===== src/rtl/icache_direct_pkg.sv =====
// Shared types and sizing constants for the direct-mapped instruction cache.
package icache_direct_pkg;

    localparam int unsigned WORD_W        = 32;
    localparam int unsigned ICACHE_FRAMES = 16;
    localparam int unsigned ICACHE_IDX_W  = $clog2(ICACHE_FRAMES);
    localparam int unsigned ICACHE_TAG_W  = WORD_W - ICACHE_IDX_W - 2;

    typedef logic [WORD_W-1:0] word_t;

    typedef enum logic [0:0] {
        IDLE  = 1'b0,
        FETCH = 1'b1
    } icache_state_t;

    // Byte address split into tag / frame index / byte offset.
    typedef struct packed {
        logic [ICACHE_TAG_W-1:0] tag;
        logic [ICACHE_IDX_W-1:0] idx;
        logic [1:0]              bytoff;
    } icache_addr_t;

endpackage


===== src/rtl/icache_direct_if.sv =====
// Fetch-port and refill-port signals of the instruction cache.
interface icache_direct_if;
    import icache_direct_pkg::*;

    // Datapath side
    logic  imemREN;
    word_t imemaddr;
    logic  ihit;
    word_t imemload;
    logic  iflush;
    // Memory controller side
    logic  iREN;
    word_t iaddr;
    logic  iwait;
    word_t iload;
    // Statistics
    word_t hit_count;
    word_t miss_count;

    // Cache view
    modport slave (
        input  imemREN, imemaddr, iflush, iwait, iload,
        output ihit, imemload, iREN, iaddr, hit_count, miss_count
    );

    // Datapath / memory controller view
    modport master (
        output imemREN, imemaddr, iflush, iwait, iload,
        input  ihit, imemload, iREN, iaddr, hit_count, miss_count
    );

endinterface


===== src/rtl/icache_direct_frame_array.sv =====
// Valid/tag/data storage: one async read port, one write port, flush-clear.
module icache_direct_frame_array
    import icache_direct_pkg::*;
#(
    parameter int unsigned FRAMES = ICACHE_FRAMES,
    parameter int unsigned IDX_W  = $clog2(FRAMES),
    parameter int unsigned TAG_W  = WORD_W - IDX_W - 2
) (
    input  logic             i_clk,
    input  logic             i_rst,
    input  logic             i_flush,
    input  logic [IDX_W-1:0] i_rd_idx,
    output logic             o_rd_valid,
    output logic [TAG_W-1:0] o_rd_tag,
    output word_t            o_rd_data,
    input  logic             i_wr_en,
    input  logic [IDX_W-1:0] i_wr_idx,
    input  logic [TAG_W-1:0] i_wr_tag,
    input  word_t            i_wr_data
);

    logic [FRAMES-1:0] r_valid;
    logic [TAG_W-1:0]  r_tag  [FRAMES];
    word_t             r_data [FRAMES];

    logic w_wr_ok;

    // Writes are dropped when reset or flush coincide with a refill.
    assign w_wr_ok = i_wr_en & ~i_rst & ~i_flush;

    // Valid bits: reset and flush clear everything, a refill sets one frame.
    always_ff @(posedge i_clk) begin
        if (i_rst || i_flush) begin
            r_valid <= '0;
        end else if (i_wr_en) begin
            r_valid[i_wr_idx] <= 1'b1;
        end
    end

    // Tag and data arrays carry no reset; valid gates their use.
    always_ff @(posedge i_clk) begin
        if (w_wr_ok) begin
            r_tag[i_wr_idx]  <= i_wr_tag;
            r_data[i_wr_idx] <= i_wr_data;
        end
    end

    // Combinational read port for same-cycle hits.
    always_comb begin
        o_rd_valid = r_valid[i_rd_idx];
        o_rd_tag   = r_tag[i_rd_idx];
        o_rd_data  = r_data[i_rd_idx];
    end

endmodule


===== src/rtl/icache_direct.sv =====
// Direct-mapped, one-word-per-frame instruction cache with a two-state refill FSM.
module icache_direct
    import icache_direct_pkg::*;
#(
    parameter int unsigned FRAMES = ICACHE_FRAMES
) (
    input  logic            CLK,
    input  logic            RST,
    icache_direct_if.slave  bus
);

    localparam int unsigned IDX_W = $clog2(FRAMES);
    localparam int unsigned TAG_W = WORD_W - IDX_W - 2;

    localparam logic [0:0] ST_IDLE  = 1'(IDLE);
    localparam logic [0:0] ST_FETCH = 1'(FETCH);

    logic [0:0]       r_state;
    logic [0:0]       w_state_next;
    word_t            r_miss_addr;
    word_t            r_hit_count;
    word_t            r_miss_count;

    logic [IDX_W-1:0] w_idx;
    logic [TAG_W-1:0] w_tag;
    logic             w_rd_valid;
    logic [TAG_W-1:0] w_rd_tag;
    word_t            w_rd_data;
    logic             w_fetching;
    logic             w_hit;
    logic             w_miss_start;
    logic             w_fill;
    logic             w_unused;

    // Request address split; byte offset is irrelevant for word fetches.
    assign w_idx    = bus.imemaddr[IDX_W+1:2];
    assign w_tag    = bus.imemaddr[WORD_W-1:IDX_W+2];
    assign w_unused = &{1'b0, bus.imemaddr[1:0]};

    icache_direct_frame_array #(
        .FRAMES (FRAMES),
        .IDX_W  (IDX_W),
        .TAG_W  (TAG_W)
    ) u_frames (
        .i_clk      (CLK),
        .i_rst      (RST),
        .i_flush    (bus.iflush),
        .i_rd_idx   (w_idx),
        .o_rd_valid (w_rd_valid),
        .o_rd_tag   (w_rd_tag),
        .o_rd_data  (w_rd_data),
        .i_wr_en    (w_fill),
        .i_wr_idx   (r_miss_addr[IDX_W+1:2]),
        .i_wr_tag   (r_miss_addr[WORD_W-1:IDX_W+2]),
        .i_wr_data  (bus.iload)
    );

    // Hit detect: only while idle, never during a flush cycle.
    always_comb begin
        w_fetching = (r_state == ST_FETCH);
        w_hit      = bus.imemREN & w_rd_valid & (w_rd_tag == w_tag)
                   & ~w_fetching & ~bus.iflush;
    end

    // Next-state logic; flush overrides everything and aborts a refill.
    always_comb begin
        w_state_next = r_state;
        w_miss_start = 1'b0;
        w_fill       = 1'b0;
        if (bus.iflush) begin
            w_state_next = ST_IDLE;
        end else begin
            case (r_state)
                ST_IDLE: begin
                    if (bus.imemREN && !w_hit) begin
                        w_miss_start = 1'b1;
                        w_state_next = ST_FETCH;
                    end
                end
                ST_FETCH: begin
                    if (!bus.iwait) begin
                        w_fill       = 1'b1;
                        w_state_next = ST_IDLE;
                    end
                end
                default: w_state_next = ST_IDLE;
            endcase
        end
    end

    // State register.
    always_ff @(posedge CLK) begin
        if (RST) begin
            r_state <= ST_IDLE;
        end else begin
            r_state <= w_state_next;
        end
    end

    // Latch the word-aligned miss address; held stable for the whole refill.
    always_ff @(posedge CLK) begin
        if (RST) begin
            r_miss_addr <= '0;
        end else if (w_miss_start) begin
            r_miss_addr <= {bus.imemaddr[WORD_W-1:2], 2'b00};
        end
    end

    // Wrapping hit/miss statistics; untouched by flush.
    always_ff @(posedge CLK) begin
        if (RST) begin
            r_hit_count  <= '0;
            r_miss_count <= '0;
        end else begin
            if (w_hit) begin
                r_hit_count <= r_hit_count + 32'd1;
            end
            if (w_miss_start) begin
                r_miss_count <= r_miss_count + 32'd1;
            end
        end
    end

    // Port drive: refill request comes purely from registered state.
    always_comb begin
        bus.ihit       = w_hit;
        bus.imemload   = w_hit ? w_rd_data : '0;
        bus.iREN       = w_fetching;
        bus.iaddr      = w_fetching ? r_miss_addr : '0;
        bus.hit_count  = r_hit_count;
        bus.miss_count = r_miss_count;
    end

endmodule


===== src/flat_wrapper.sv =====
// flat-port wrapper written by rule: the top's interface ports become plain ports
module icache_direct_flat import icache_direct_pkg::*;
#(
    parameter int unsigned FRAMES = ICACHE_FRAMES
)
  (CLK, RST, bus_imemREN, bus_imemaddr, bus_iflush, bus_iwait, bus_iload, bus_ihit, bus_imemload, bus_iREN, bus_iaddr, bus_hit_count, bus_miss_count);
  icache_direct_if bus_i ();
  input  logic CLK;
  input  logic RST;
  input wire logic [$bits(bus_i.imemREN)-1:0] bus_imemREN;
  input wire logic [$bits(bus_i.imemaddr)-1:0] bus_imemaddr;
  input wire logic [$bits(bus_i.iflush)-1:0] bus_iflush;
  input wire logic [$bits(bus_i.iwait)-1:0] bus_iwait;
  input wire logic [$bits(bus_i.iload)-1:0] bus_iload;
  output wire logic [$bits(bus_i.ihit)-1:0] bus_ihit;
  output wire logic [$bits(bus_i.imemload)-1:0] bus_imemload;
  output wire logic [$bits(bus_i.iREN)-1:0] bus_iREN;
  output wire logic [$bits(bus_i.iaddr)-1:0] bus_iaddr;
  output wire logic [$bits(bus_i.hit_count)-1:0] bus_hit_count;
  output wire logic [$bits(bus_i.miss_count)-1:0] bus_miss_count;
  assign bus_i.imemREN = bus_imemREN;
  assign bus_i.imemaddr = bus_imemaddr;
  assign bus_i.iflush = bus_iflush;
  assign bus_i.iwait = bus_iwait;
  assign bus_i.iload = bus_iload;
  assign bus_ihit = bus_i.ihit;
  assign bus_imemload = bus_i.imemload;
  assign bus_iREN = bus_i.iREN;
  assign bus_iaddr = bus_i.iaddr;
  assign bus_hit_count = bus_i.hit_count;
  assign bus_miss_count = bus_i.miss_count;
  icache_direct #(.FRAMES(FRAMES)) u_core (.CLK(CLK), .RST(RST), .bus(bus_i));
endmodule

===== config.mk =====
export PLATFORM = sky130hd
export DESIGN_NAME = icache_direct_flat
export DESIGN_NICKNAME = d
export VERILOG_FILES = /design/src/rtl/icache_direct_pkg.sv /design/src/rtl/icache_direct_if.sv /design/src/rtl/icache_direct_frame_array.sv /design/src/rtl/icache_direct.sv /design/src/flat_wrapper.sv
export SDC_FILE = /design/constraint.sdc
export NUM_CORES = 1
export LEC_CHECK = 0
export ABC_CLOCK_PERIOD_IN_PS = 6300
export CAP_MARGIN = 20
export CORE_ASPECT_RATIO = 1.1
export CORE_MARGIN = 5
export CORE_UTILIZATION = 54
export CTS_BUF_LIST = sky130_fd_sc_hd__clkbuf_8 sky130_fd_sc_hd__clkbuf_16
export CTS_CLUSTER_SIZE = 10
export DETAILED_ROUTE_END_ITERATION = 6
export GPL_ROUTABILITY_DRIVEN = 0
export GPL_TIMING_DRIVEN = 0
export PLACE_DENSITY = 0.86
export SYNTH_ARGS = -nofsm -noshare
export SYNTH_HDL_FRONTEND = slang
export SYNTH_HIERARCHICAL = 1
export SYNTH_SLANG_ARGS = --single-unit

===== constraint.sdc =====
create_clock -name CLK -period 6.3 [get_ports CLK]
set_clock_uncertainty 0.2 [all_clocks]
set_input_delay 1.26 -clock CLK [delete_from_list [all_inputs] [get_ports CLK]]
set_output_delay 1.26 -clock CLK [all_outputs]
set_load 0.005 [all_outputs]

==> results.yml <==
run_status:
  status: "complete, but fails checks"
  violations: "setup timing"
worst_hold_path:
  min_to: "u_core/bus.miss_count[13]"
  min_path_cells: 2
  hp-start: "u_core/bus.miss_count[13]"
  hp-class: "reg2reg"
clocking:
  cts_tree: "yes"
  cts_hold_buf: 0
  clkSinkCount: 1039
  clockRootBuffer: "clkbuf_16"
  cts.htree.levels: 3
  worst_skew_pair.late_latency_ps: 710
  clockBufferDepth: 3
  cts_buffers: 114
  cts.clk_slew.worst_paths_ps: 60
die:
  io_pins: 199
  die_h_um: 296.2
  rows: 105
  coreArea_sq_um: 74230
  dieArea_sq_um: 80020
  die_w_um: 270.2
  initial_core_util: 0.5416
sta:
  post-route-period-util: 1.026
  period_minus_slack_ps: 6463
  hold_viol: 0
  slew_viol_final: 0
  max_freq_mhz: 154.7
  holdWs_ps: 310.6
  fin_setup_tns_ps: -1218
  max-slew-margin-rel: 0.2727
  setup_viol: 22
  worst_pin_slew_ps: 1087
  rsz0062_at_grt: "true"
  setup_ws_ps: -162.9
power_and_ir_drop:
  peakVddDrop_mv: 0.2452
  p_per_area_nw_per_um2: 290.0
  p_clk_frac: 0.420
  switching_share: 0.2211
  p_leak_nw: 16.67
  p_int_mw: 11.06
  p_seq_frac: 0.532
  p_comb_frac: 0.048
  power_mw: 14.20
  p_sw_mw: 3.138
placed_design:
  dpl.cell_count: 3293
  post_dp_cell_area_sq_um: 44650
  place_ws_ps: -2421
  io_buffers: 194
  hpwlAfterDp_um: 67690
worst_setup_path:
  crit_path_cell_trace: "buf_8, buf_12, buf_16, buf_12, mux4_2, a22oi_2, nand2_2, xnor2_2, nand4_1, or4_4, nor2_4, buf_12, buf_8, and2_1, clkdlybuf4s50_1"
  slowest_stage: "or4_4"
  path_max_fanout: 8
  startpoint_type: "input port"
  reg2reg_depth: 13
  ff2ff_setup_slack_ps: 1710
  cpPeakStageDelay_ps: 660
  r2r_end: "u_core/r_miss_addr[5]"
  cpMostUsedCell: "buf_12"
  critPathTopFamily: "buffers and inverters"
  r2r-start: "u_core/u_frames/r_tag[3][0]"
  required_ps: 4840
  worstSetupEndpointType: "output port"
  critical_path_class: "in2out"
  critPathBufInv: 7
  cp_data_arrival_time_ps: 5000
yosys:
  synth_edf_count: 928
  yosys.area.top_type_share: 0.6931
  ys.flop_type: "edfxtp_1"
  ys_ff_latch: 1039
  yosysUniqueCellTypes: 44
  synth_area_leaders: "edfxtp_1 (69%), mux4_2 (13%), dfxtp_1 (5.5%)"
  synthesis.area_sq_um: 40200
  postSynthAreaPerCell_sq_um: 19.27
  async_reset_ff_frac: 0
  yosysWarnings: 6
  synth-seq-area-share: 0.7484
  synth_cells: 2086
  synth_top_area_cell: "edfxtp_1"
detailed_routing:
  routedWlPerCell_um: 34.80
  wirelength_um: 122500
  highest_layer: "met5"
  met3_wirelength_um: 15140
  vias_per_cell: 6.978
  wl_met2_um: 62110
  wl_met1_um: 37250
  post-route-drc-count: 0
  ant_nets: 0
  drt-initial-drc-count: 4025
  drt_first_pass_iters: 6
  vias: 24560
layout:
  nFillCells: 4371
  fin_nets: 2548
  final_common_cell: "edfxtp_1"
  instances_no_fill: 3520
  area_delta_synth_final_pct: 21.73
  final_core_util: 0.6594
  design_area_sq_um: 48940
  layout_common_cells: "edfxtp_1 (928), mux4_2 (236), clkdlybuf4s50_1 (160)"
  drive_gt1_frac: 0.2351
flow_run:
  drv_cap: 0
global_route:
  grt_start_max_net_pins: 22
  grt_pass1_wl_um: 173300
  grt_usage: 0.3005
  grt_pass1_vias: 24890
  grt-ovfl-total: 0
  antenna_found_initial: 7
## how the worst max path moves through the flow
stage,start,endpoint,slack [ps],depth (start not counted)
after floorplan,bus_imemaddr[2],bus_imemload[22],510,11
after global placement,bus_imemaddr[2],bus_imemload[26],-2740,13
after detailed placement,bus_imemaddr[4],bus_imemload[26],-2420,14
after CTS,bus_imemaddr[2],bus_imemload[7],-140,15
after global routing,bus_imemaddr[2],bus_imemload[22],-180,17
final,bus_imemaddr[2],bus_imemload[22],-160,15
## layout make-up
cell class | count | area (sq um) | share of cell area
Sequential cell | 1039 | 30090 | 0.6148
Multi-Input combinational cell | 925 | 9899 | 0.2023
Timing Repair Buffer | 275 | 3368 | 0.06882
Clock buffer | 115 | 2867 | 0.05857
Tap cell | 963 | 1205 | 0.02462
Buffer | 115 | 1069 | 0.02183
Clock inverter | 76 | 407.9 | 0.008334
Inverter | 7 | 26.28 | 0.0005369
Antenna cell | 5 | 12.51 | 0.0002556
## tightest hold or removal path, delay by kind of cell, from the launching register on
family	cells	cell delay [ps]
AO/OA/AOI/OAI	2	140
flip-flops	1	330
## cells in the mapped netlist, drive strengths merged, types with 28 or more instances
master and count:
xnor2 28, dfxtp 111, mux2i 32, clkbuf 57, o21ai 39, nor2 71
or3 30, mux4 236, nand2 108, edfxtp 928, buf 59, and2 66
a21oi 49, a22oi 118
## flip-flops by register name, summed over array words and instances (netlist names)
register / cells
u_core/r_miss_addr: 30
u_core/u_frames/r_data: 512
u_core/bus.iREN: 1
u_core/bus.hit_count: 32
u_core/u_frames/r_tag: 416
u_core/bus.miss_count: 32
u_core/u_frames/r_valid: 16
## layer usage
metal  global-route usage  up-vias
met4               0.1630        6
met1               0.3515    12250
met2               0.5190     2463
met3              0.07339      531
met5                    0        -
li1                     -     9307
## cells by family (layout without fill, tap and decap cells)
group | after synthesis | count (layout) | share of synthesized area
xor gates and xnor gates | 39 | 39 | 0.008496
DFF | 1039 | 1039 | 0.7484
AOI/OAI and AO/OA | 234 | 234 | 0.03825
adders and majority gates | 2 | 2 | 0.0006223
other | 1 | 7 | 0.00009327
and+or+nand+nor | 380 | 380 | 0.04917
muxes | 268 | 268 | 0.1402
buffers and inverters | 123 | 588 | 0.01481
## power by group through the flow
stage / combinational (mW) / clock [mW] / sequential [mW]
floorplan: 0.334 / 0 / 7.67
global placement: 0.548 / 0 / 7.68
detailed placement: 0.579 / 0 / 7.69
CTS: 0.651 / 5.94 / 7.55
global route: 0.709 / 6.31 / 7.55
finish: 0.687 / 5.96 / 7.55
## what timing repair did
action	CTS	global route
setup buffers	13	16
endpoints found under the setup margin	33	33
pin swaps	11	7
resized for setup	225	51
gates cloned	3	0
(Power assumes the default switching activity.)
